[config.mk]
export PLATFORM = sky130hd
export DESIGN_NAME = gf_pow_seq
export DESIGN_NICKNAME = d
export VERILOG_FILES = /design/src/rtl/gf_pow_seq.sv
export SDC_FILE = /design/constraint.sdc
export NUM_CORES = 1
export LEC_CHECK = 0
export CORE_MARGIN = 3
export CORE_UTILIZATION = 40
export DETAILED_ROUTE_END_ITERATION = 10
export SLEW_MARGIN = 20
export SYNTH_ARGS = -nofsm -noshare
export SYNTH_HDL_FRONTEND = slang
export SYNTH_SLANG_ARGS = --single-unit
[constraint.sdc]
create_clock -name clk -period 4.6 [get_ports clk]
set_clock_uncertainty 0.05 [all_clocks]
set_input_delay 0.92 -clock clk [delete_from_list [all_inputs] [get_ports clk]]
set_output_delay 0.92 -clock clk [all_outputs]
set_load 0.01 [all_outputs]
[src/rtl/gf_pow_seq.sv]
// gf_pow_seq -- constant-time exponentiation y = x^e in GF(2^M).
//
// A single combinational GF(2^M) multiplier is reused by a left-to-right
// square-and-multiply sequencer. Every exponent bit costs exactly one square
// and one multiply. The multiply always happens, by x when the bit is set and
// by 1 when it is clear. Latency is therefore 2*EW cycles for every operand.
//
// Parameters
//   M     field width in bits
//   POLY  reduction polynomial, M+1 bits with the MSB set
//   EW    exponent width in bits (>= 1)
//
// Ports
//   clk        rising-edge clock
//   rst        asynchronous, active-high reset
//   in_valid   x/e operand pair valid
//   in_ready   block can accept an operand pair (IDLE only)
//   x          base, M bits
//   e          exponent, EW bits, unsigned
//   out_valid  y holds a finished result
//   out_ready  consumer takes y
//   y          result x^e, M bits (0 when no result is held)
//   busy       high while computing or holding a result
//   inv        present only when GF_POW_INV_EN is defined. When it is 1 at
//              acceptance, the exponent is replaced by 2^M-2, which gives x^-1.
//
// Optional feature macro: GF_POW_INV_EN

module gf_pow_seq #(
   parameter int             M    = 8,
   parameter logic [M:0]     POLY = 9'h11B,
   parameter int             EW   = 8
) (
   input  logic          clk,
   input  logic          rst,
   input  logic          in_valid,
   output logic          in_ready,
   input  logic [M-1:0]  x,
   input  logic [EW-1:0] e,
   output logic          out_valid,
   input  logic          out_ready,
   output logic [M-1:0]  y,
`ifdef GF_POW_INV_EN
   input  logic          inv,
`endif
   output logic          busy
);

   localparam int             CW      = $clog2(2 * EW) + 1;
   localparam logic [CW-1:0]  LAST_OP = CW'(2 * EW - 1);
   localparam logic [M-1:0]   ONE     = M'(1);

   typedef enum logic [1:0] {
      IDLE = 2'd0,
      RUN  = 2'd1,
      DONE = 2'd2
   } state_t;

   typedef enum logic {
      SQR = 1'b0,
      MUL = 1'b1
   } phase_t;

   state_t          state_r;
   phase_t          phase_r;
   logic [CW-1:0]   cnt_r;
   logic [M-1:0]    acc_r;
   logic [M-1:0]    x_r;
   logic [EW-1:0]   e_r;      // shifted left after each multiply; MSB is the current bit
   logic [M-1:0]    op_b_s;
   logic [M-1:0]    prod_s;
   logic [EW-1:0]   e_load_s;

   // GF(2^M) product with reduction folded into each shift step, MSB of b first.
   function automatic logic [M-1:0] gf_mul(input logic [M-1:0] a, input logic [M-1:0] b);
      logic [M-1:0] p;
      p = {M{1'b0}};
      for (int i = M - 1; i >= 0; i--) begin
         if (p[M-1]) begin
            p = (p << 1) ^ POLY[M-1:0];
         end else begin
            p = p << 1;
         end
         if (b[i]) begin
            p = p ^ a;
         end else begin
            p = p;
         end
      end
      return p;
   endfunction

`ifdef GF_POW_INV_EN
   localparam logic [EW-1:0] INV_EXP = EW'((64'd1 << M) - 64'd2);

   generate
      if (EW < M) begin : g_ew_check
         $error("gf_pow_seq: GF_POW_INV_EN requires EW >= M");
      end
   endgenerate

   // Exponent captured at acceptance: the inversion exponent overrides e.
   always_comb begin
      if (inv) begin
         e_load_s = INV_EXP;
      end else begin
         e_load_s = e;
      end
   end
`else
   // Exponent captured at acceptance.
   always_comb begin
      e_load_s = e;
   end
`endif

   // Second multiplier operand: acc for a square, x or 1 for a multiply step.
   always_comb begin
      if (phase_r == SQR) begin
         op_b_s = acc_r;
      end else if (e_r[EW-1]) begin
         op_b_s = x_r;
      end else begin
         op_b_s = ONE;
      end
   end

   // The single shared multiplier.
   always_comb begin
      prod_s = gf_mul(acc_r, op_b_s);
   end

   // Sequencer: accept, run 2*EW operations, hold the result until it is taken.
   always_ff @(posedge clk or posedge rst) begin
      if (rst) begin
         state_r   <= IDLE;
         phase_r   <= SQR;
         cnt_r     <= {CW{1'b0}};
         acc_r     <= ONE;
         x_r       <= {M{1'b0}};
         e_r       <= {EW{1'b0}};
         in_ready  <= 1'b0;
         out_valid <= 1'b0;
         busy      <= 1'b0;
         y         <= {M{1'b0}};
      end else begin
         case (state_r)
            IDLE: begin
               in_ready <= 1'b1;
               if (in_valid && in_ready) begin
                  x_r      <= x;
                  e_r      <= e_load_s;
                  acc_r    <= ONE;
                  cnt_r    <= {CW{1'b0}};
                  phase_r  <= SQR;
                  in_ready <= 1'b0;
                  busy     <= 1'b1;
                  state_r  <= RUN;
               end
            end
            RUN: begin
               acc_r <= prod_s;
               cnt_r <= cnt_r + CW'(1);
               if (phase_r == SQR) begin
                  phase_r <= MUL;
               end else begin
                  phase_r <= SQR;
                  e_r     <= e_r << 1;
               end
               if (cnt_r == LAST_OP) begin
                  y         <= prod_s;
                  out_valid <= 1'b1;
                  state_r   <= DONE;
               end
            end
            DONE: begin
               if (out_ready) begin
                  out_valid <= 1'b0;
                  y         <= {M{1'b0}};
                  busy      <= 1'b0;
                  in_ready  <= 1'b1;
                  state_r   <= IDLE;
               end
            end
            default: begin
               state_r   <= IDLE;
               phase_r   <= SQR;
               cnt_r     <= {CW{1'b0}};
               acc_r     <= ONE;
               in_ready  <= 1'b0;
               out_valid <= 1'b0;
               busy      <= 1'b0;
               y         <= {M{1'b0}};
            end
         endcase
      end
   end

endmodule

Yosys cells after proc, flatten, opt, wreduce, memory -nomap -nowiden
Cells that the tools add are included.
{ "totals": {"rom_bits": 0, "latchBits": 0, "ramBits": 0, "input_bits": 20, "mem_count": 0, "output_inout_bits": 11, "regBits": 43} }
{ "classes": {"bitwise_logic": 17, "muxes": 42, "n_shift": 0, "reduce_logical": 10, "eq_ne": 7, "mul": 0, "n_addsub": 1, "magnitude_cmp": 0, "n_div": 0} }
{ "op_table": {"columns": ["operator", "n"], "rows": [
  ["two-way mux 8 bit", 15],
  ["bitwise XOR 8 bit", 7],
  ["one-hot mux 8 bit (3 select lines)", 2],
  ["two-way mux 5 bit", 8],
  ["inverter 4 bit", 7],
  ["one-hot mux 8 bit (2 select lines)", 1],
  ["one-hot mux 5 bit (3 select lines)", 1],
  ["one-hot mux 1 bit (3 select lines)", 4],
  ["AND reduction 3 bit", 4],
  ["!= test 2 bit (second input constant)", 4],
  ["two-way mux 1 bit", 7],
  ["two-way mux 2 bit", 3],
  ["one-hot mux 2 bit (3 select lines)", 1],
  ["AND reduction 2 bit", 3],
  ["adder 5 x 1 -> 5 bit (second input constant)", 1],
  ["== test 5 x 4 -> 1 bit (second input constant)", 1],
  ["inverter 1 bit", 3],
  ["== test 2 x 1 -> 1 bit (second input constant)", 1],
  ["== test 2 bit (second input constant)", 1],
  ["zero test 2 bit", 1],
  ["nonzero test 2 bit", 1],
  ["logical AND 1 bit", 1]
]} }

Depth between registers and ports, before layout
Gate-level depths: netlist of run 1.
{ "logic_depth": {"word_depth": 33, "depth_mapped": 11} }

Worst setup path before layout of run 1
No wires, ideal clock.
{ "synth_timing": {"path_type": "flip-flop to flip-flop", "start": "register phase_r", "end": "register y[6]", "n_path_buf": 1, "arrival_ps": 2187, "t_required_ps": 4428, "path_slack_ps": 2242, "stages_incl_launch_ff": 9, "setup_time_ps": 122, "path_cell_list": "dfrtp_1 buf_6 nand3_1 a21oi_1 xnor2_1 xnor3_1 xnor2_2 xnor3_1 a32o_1"} }
{ "synth_via": {"elab_chain_len": 26} }
{ "synth_lines": {"columns": ["element", "line_no", "text"], "rows": [
  ["start: declaration", "65", "phase_t phase_r;"],
  ["start signal: assignment", "137", "phase_r <= SQR;"],
  ["start signal: assignment", "155", "phase_r <= SQR;"],
  ["start signal: assignment", "165", "phase_r <= MUL;"],
  ["two-way mux 8 bit (*)", "119", "if (phase_r == SQR) begin"],
  ["two-way mux 8 bit", "84", "if (b[i]) begin"],
  ["two-way mux 5 bit", "79", "if (p[M-1]) begin"],
  ["bitwise XOR 8 bit", "85", "p = p ^ a;"],
  ["two-way mux 8 bit", "84", null],
  ["inverter 4 bit (no source line)", null, null],
  ["two-way mux 5 bit", "79", null],
  ["bitwise XOR 8 bit", "85", null],
  ["[10 not listed]", null, null],
  ["bitwise XOR 8 bit", "85", null],
  ["two-way mux 8 bit", "84", null],
  ["bitwise XOR 8 bit", "85", null],
  ["two-way mux 8 bit", "84", null],
  ["bitwise XOR 8 bit", "85", null],
  ["two-way mux 8 bit (*)", "84", null],
  ["two-way mux 8 bit (*)", "170", "if (cnt_r == LAST_OP) begin"],
  ["one-hot mux 8 bit (3 select lines) (*)", "147", "case (state_r)"],
  ["end signal: assignment", "145", "y <= {M{1'b0}};"],
  ["end signal: assignment", "171", "y <= prod_s;"],
  ["end signal: assignment", "179", "y <= {M{1'b0}};"],
  ["end: declaration", "42", "output logic [M-1:0] y,"]
]} }
Every way passes the cells marked *; elsewhere a longest branch is shown, timed or not. The select of a mux whose other input is x is not followed.
A chain may end at the register's enable or synchronous reset.

Worst setup path after layout of run 1
{ "layout_timing": {"start": "register phase_r", "end": "register acc_r[4]"} }
{ "layout_via": {"elab_chain_len": 25} }
{ "layout_lines": {"columns": ["element", "line_no", "text"], "rows": [
  ["two-way mux 8 bit (*)", "119", null],
  ["two-way mux 8 bit", "84", null],
  ["bitwise XOR 8 bit", "85", null],
  ["two-way mux 8 bit", "84", null],
  ["bitwise XOR 8 bit", "85", null],
  ["two-way mux 8 bit", "84", null],
  ["two-way mux 5 bit", "79", null],
  ["bitwise XOR 8 bit", "85", null],
  ["[9 not listed]", null, null],
  ["two-way mux 5 bit", "79", null],
  ["bitwise XOR 8 bit", "85", null],
  ["two-way mux 8 bit", "84", null],
  ["inverter 4 bit (no source line)", null, null],
  ["two-way mux 5 bit", "79", null],
  ["bitwise XOR 8 bit", "85", null],
  ["two-way mux 8 bit (*)", "84", null],
  ["one-hot mux 8 bit (3 select lines) (*)", "147", null],
  ["end signal: assignment", "162", "acc_r <= prod_s;"],
  ["end: declaration", "67", "logic [M-1:0] acc_r;"]
]} }
Every way passes the cells marked *; elsewhere a longest branch is shown, timed or not.

==> flow_metrics.env, run 1 <==
export IMPL_setup_viol=0
export IMPL_finalCriticalPeriod_ns=3.11
export IMPL_start_kind="flop"
export IMPL_tightest_slew_ns=0.919
export IMPL_core_um2=7410
export IMPL_fmax_ghz=0.321
export IMPL_grt_overflow=0
export IMPL_final_nets=400
export IMPL_ios=31
export IMPL_criticalPathCategory="reg -> reg"
export IMPL_status="completed"
export IMPL_grt_antenna_before_repair=0
export IMPL_antennaDiodeCount=0
export IMPL_via_per_inst=5.07
export IMPL_synth_area_um2=3120
export IMPL_cp_end_kind="flop"
export IMPL_maxSlewViolCount=0
export IMPL_rows=31
export IMPL_drc_errors=0
export IMPL_hold_viol_final=0
export IMPL_first_pass_iters=4
export IMPL_clockBufferDepth=2
export IMPL_ys_warn_count=0
export IMPL_syn_inst=364
export IMPL_rsz0062_at_grt="false"
export IMPL_dieArea_um2=8890
export IMPL_drv_cap=0
export IMPL_finalWorstSetupSlack_ns=1.49
export IMPL_routedWlPerCell_um=14.6
export IMPL_place_congestion=0.875
export IMPL_cts_hold_buf=0
export IMPL_vias=2423
export IMPL_cts_root_buf="clkbuf_8"
export IMPL_maxSlewHeadroom_pct=38.5
export IMPL_synth_avg_cell_area_um2=8.56
export IMPL_worst_endpoint_required_ns=4.70
export IMPL_drive_above_1_share_pct=8.97
export IMPL_start_util_pct=42.1
export IMPL_grt_start_max_net_pins=44
export IMPL_hold_class="reg -> reg"
export IMPL_arrival_ns=3.21
export IMPL_cts_setup_buffers=0
export IMPL_htreeDepth=2
export IMPL_drt_iter0_drc=134
export IMPL_die_x_um=94.3
export IMPL_grt_use_total_pct=16.9
export IMPL_cts_sinks=43
export IMPL_area_growth_pct=13.9
export IMPL_path_clk_slew_ns=0.09
export IMPL_clk_latency_ns=0.30
export IMPL_grt_pass1_wl_um=11700
export IMPL_port_buffers=30
export IMPL_syn_nets=386
export IMPL_ant_nets=0
export IMPL_pre_cts_ws_ns=1.57
export IMPL_ys_types=46
export IMPL_cts_resized_gates=0
export IMPL_crit_fanout=29
export IMPL_grt_pass1_vias=2271
export IMPL_drt_wl_total_um=6970
export IMPL_die_h_um=94.3
export IMPL_finalCritPeriodShare_pct=67.6
export IMPL_cts_made_buffers=5
export IMPL_fin_util_pct=47.9
export IMPL_fin_tns_setup_ns=0
export IMPL_hpwl_um=5110
export IMPL_ys_seq_area_share_pct=34.6
export IMPL_cts_tree="built"
export IMPL_ys_ff_latch=43
[sequential cells by signal, indices dropped and copies added, names as in the netlist]
signal     cells
acc_r          8
busy           1
cnt_r          5
e_r            8
in_ready       1
out_valid      1
phase_r        1
state_r        2
x_r            8
y              8
[stage by stage]
stage / instances / hold slack (ns) / instance area, µm²
after global placement: 470 / 0.411 / 3420
after floorplan: 364 / 0.399 / 3120
after CTS: 478 / 0.442 / 3550
final: 478 / 0.436 / 3550
after global routing: 478 / 0.470 / 3550
after detailed placement: 470 / 0.421 / 3420
[worst paths after layout]
path / startpoint / end / slack [ns] / cells past startpoint
worst max-delay path: phase_r / acc_r[4] / 1.49 / 7
worst min-delay path: out_valid / out_valid / 0.44 / 2
worst max register to register: phase_r / acc_r[4] / 1.49 / 7
worst min register to register: out_valid / out_valid / 0.44 / 2
max in group asynchronous: rst / acc_r[4] / 3.12 / 3
min in group asynchronous: rst / e_r[1] / 0.99 / 3
[cells by family (layout without fill, tap and decap cells)]
kind of cell	count (synthesis)	count (layout)	synth area share, %
adders and majority gates	2	2	0.803
xor gates and xnor gates	66	66	21.7
and+or+nand+nor	134	134	18.2
AOI/OAI and AO/OA	64	64	12.4
buffers and inverters	36	51	5.90
muxes	19	19	6.42
DFF	43	43	34.6
[cells in the mapped netlist, drive strengths merged]
master	number	area share (%)
a21o	1	0.24
nand2b	5	1.0
dfrtp	42	34
clkinv	1	0.12
xnor2	40	11
o22ai	4	0.80
nor2b	2	0.64
ha	2	0.80
a22o	5	1.4
nor3b	1	0.24
and3	3	0.60
o21a	1	0.24
a221o	1	0.32
nand2	97	12
o221a	1	0.36
nand3	8	1.4
o21ai	36	5.8
inv	9	1.1
clkbuf	12	1.4
mux2	8	2.9
buf	14	3.3
nand4	1	0.20
o2bb2ai	1	0.28
mux2i	11	3.5
xnor3	5	3.7
xor2	21	6.5
a32o	1	0.32
nor2	15	1.8
o22a	1	0.28
a2bb2oi	1	0.48
or2	2	0.40
a211oi	1	0.24
a21oi	9	1.4
a22oi	1	0.24
dfstp	1	0.84
[worst max-delay path, stage by stage, from the launching register on]
cell and delay, ns:
dfrtp_1 0.69, o21ai_0 0.71, nand2_1 0.15, xnor3_1 0.36
xnor3_2 0.47, xnor2_1 0.18, xnor2_1 0.26, o21ai_1 0.09
[placed cells by master (no fill, tap or decap), types with 2 or more instances in the layout]
| master | netlist | layout |
|---|---|---|
| o21ai_1 | 11 | 11 |
| dfrtp_1 | 42 | 42 |
| o21ai_0 | 25 | 25 |
| nand2b_1 | 5 | 5 |
| inv_2 | 3 | 3 |
| ha_1 | 2 | 2 |
| xor2_1 | 20 | 20 |
| nand2_2 | 2 | 2 |
| clkbuf_8 | 0 | 5 |
| a22o_1 | 5 | 5 |
| and3_1 | 3 | 3 |
| xnor2_1 | 39 | 39 |
| mux2_2 | 8 | 8 |
| nor2_1 | 15 | 15 |
| nand3_1 | 7 | 7 |
| bufinv_16 | 0 | 2 |
| clkdlybuf4s50_1 | 0 | 30 |
| xnor3_1 | 3 | 3 |
| or2_2 | 2 | 2 |
| xnor3_2 | 2 | 2 |
| o22ai_1 | 4 | 4 |
| nand2_1 | 95 | 95 |
| a21oi_1 | 9 | 9 |
| clkinv_1 | 1 | 2 |
| mux2i_1 | 11 | 11 |
| inv_1 | 6 | 5 |
| buf_4 | 1 | 3 |
[area by class of cell]
cell class              count  area [µm²]
fillers                   743        3860
multi-input cells         285        1860
flip-flops and latches     43        1080
repair buffers             33         323
well taps                  99         124
clock buffers               6        72.6
clock inverters             2        60.1
inverters                  10        37.5
[routing by layer]
layer	track usage (%)	routed length (µm)	vias up	part of all wire (%)
met5	0	0	-	0
met4	3.37	27	0	0.39
met3	3.13	419	2	6.0
met2	25.5	3130	67	45
met1	25.3	3390	1132	49
li1	-	-	1222	-
Power of run 1 is not shown: default switching activity piles up to over one toggle a cycle in this logic, so the estimate is an artifact.
==> inputs of run 2 (changes only) <==
==> constraint.sdc (replaced) <==
create_clock -name clk -period 2.7 [get_ports clk]
set_clock_uncertainty 0.05 [all_clocks]
set_input_delay 0.54 -clock clk [delete_from_list [all_inputs] [get_ports clk]]
set_output_delay 0.54 -clock clk [all_outputs]
set_load 0.01 [all_outputs]
==> run 2 against run 1 <==
Clock-buffer cell count fell by 1. Cell area rose by 4.4%. Non-clock buffer count rose by 26. Via count rose by 3.9%. Sequential share of layout area fell by 1.2 points. Die area did not move. Register-to-register slack got worse by 1.3 ns. First-iteration DRC count fell by 27%. Flip-flop and latch count did not move. Critical path depth rose by 1. Core utilization rose by 2.1 points.
==> flow_metrics.env, run 2 (same netlist as run 1, synthesis figures left out) <==
export IMPL_dieArea_um2=8890
export IMPL_finalCritPeriodShare_pct=94.8
export IMPL_min_to="e_r[5]"
export IMPL_grt_start_max_net_pins=44
export IMPL_cts_tree="built"
export IMPL_path_clk_slew_ns=0.08
export IMPL_cts_root_buf="clkbuf_8"
export IMPL_place_congestion=0.895
export IMPL_arrival_ns=2.67
export IMPL_start_util_pct=42.1
export IMPL_drt_wl_total_um=7270
export IMPL_worst_r2r_endpoint="acc_r[4]"
export IMPL_cts_setup_buffers=0
export IMPL_hpwl_um=5690
export IMPL_grt_pass1_vias=2333
export IMPL_crit_fanout=6
export IMPL_maxSlewViolCount=0
export IMPL_cts_sinks=43
export IMPL_ant_nets=0
export IMPL_final_common_cell="nand2_1"
export IMPL_clockBufferDepth=2
export IMPL_hold_viol_final=0
export IMPL_reg2reg_slack_ns=0.14
export IMPL_antennaDiodeCount=0
export IMPL_htreeDepth=2
export IMPL_core_um2=7410
export IMPL_fin_util_pct=50.0
export IMPL_cts_hold_buf=0
export IMPL_criticalPathCategory="reg -> reg"
export IMPL_drc_errors=0
export IMPL_setup_viol=0
export IMPL_hold_class="reg -> reg"
export IMPL_hold_depth=2
export IMPL_status="completed"
export IMPL_grt_pass1_wl_um=11900
export IMPL_ios=31
export IMPL_finalCriticalPeriod_ns=2.56
export IMPL_cp_end_kind="flop"
export IMPL_rsz0062_at_grt="false"
export IMPL_tightest_slew_ns=0.952
export IMPL_rr_worst_depth=8
export IMPL_drt_iter0_drc=98
export IMPL_fillers=728
export IMPL_drv_cap=0
export IMPL_fin_tns_setup_ns=0
export IMPL_final_nets=426
export IMPL_vias=2518
export IMPL_grt_use_total_pct=17.3
export IMPL_worst_endpoint_required_ns=2.81
export IMPL_cts_resized_gates=0
export IMPL_maxSlewHeadroom_pct=36.6
export IMPL_grt_antenna_before_repair=0
export IMPL_cts_made_buffers=5
export IMPL_rr_startpoint="acc_r[7]"
export IMPL_clk_latency_ns=0.31
export IMPL_port_buffers=30
export IMPL_rows=31
export IMPL_drive_above_1_share_pct=15.3
export IMPL_die_h_um=94.3
export IMPL_start_kind="flop"
export IMPL_final_cell_mix="95 x nand2_1, 41 x dfrtp_1, 39 x xnor2_1"
export IMPL_fmax_ghz=0.391
export IMPL_first_pass_iters=4
export IMPL_grt_overflow=0
export IMPL_die_x_um=94.3
export IMPL_placed_area_um2=3610
export IMPL_routedWlPerCell_um=14.4
export IMPL_via_per_inst=5.00
export IMPL_hp_start="e_r[5]"
export IMPL_stdcell_area_um2=3710
export IMPL_area_growth_pct=18.9
[run 2: changes by cell type in the layout (fill, tap and decap cells not counted), sizes merged]
cell / previous run / this run
bufinv: 2 / 0
buf: 3 / 29
clkbuf: 6 / 5
clkinvlp: 0 / 2
inv: 8 / 9
[run 2: through the flow]
step / std cells / hold WS (ns) / setup WS, ns
2_1_floorplan: 364 / 0.399 / 0.342
5_1_grt: 504 / 0.471 / 0.0114
3_3_place_gp: 496 / 0.411 / 0.168
4_1_cts: 504 / 0.440 / 0.133
3_5_place_dp: 496 / 0.420 / 0.133
6_report: 504 / 0.435 / 0.140
[run 2: area by class of cell]
cell class	instances	area, µm²	share of cell area [%]
inverter	10	37.5	1.01
tap	99	124	3.34
multi-input combinational	285	1860	50.1
timing repair buffer	59	518	14.0
clock buffer	5	68.8	1.86
sequential	43	1080	29.1
clock inverter	3	23.8	0.641
[run 2: worst max-delay path by stage]
stage,from,slack [ns],endpoint,depth (start not counted)
after floorplan,phase_r,0.34,y[6],8
after global placement,acc_r[7],0.17,acc_r[1],8
after detailed placement,phase_r,0.13,y[6],7
after CTS,phase_r,0.13,y[6],7
after global routing,e_r[7],0.01,y[6],7
final,acc_r[7],0.14,acc_r[4],8
[run 2: critical path, cell delays in order (launching register included)]
cell     delay [ns]
dfrtp_1        0.55
nand2_2        0.08
xor2_1         0.19
nand3_2        0.15
xnor3_1        0.41
xnor3_2        0.51
xnor2_1        0.22
xnor2_1        0.17
o21ai_1        0.09
[run 2: routing by layer]
metal	up-vias	track usage (%)	routed length (µm)
li1	1269	-	-
met1	1191	25.3	3680
met2	46	25.8	3190
met3	12	3.04	267
met4	0	5.42	137
met5	-	0	0
Power of run 2 is left out for the same reason.
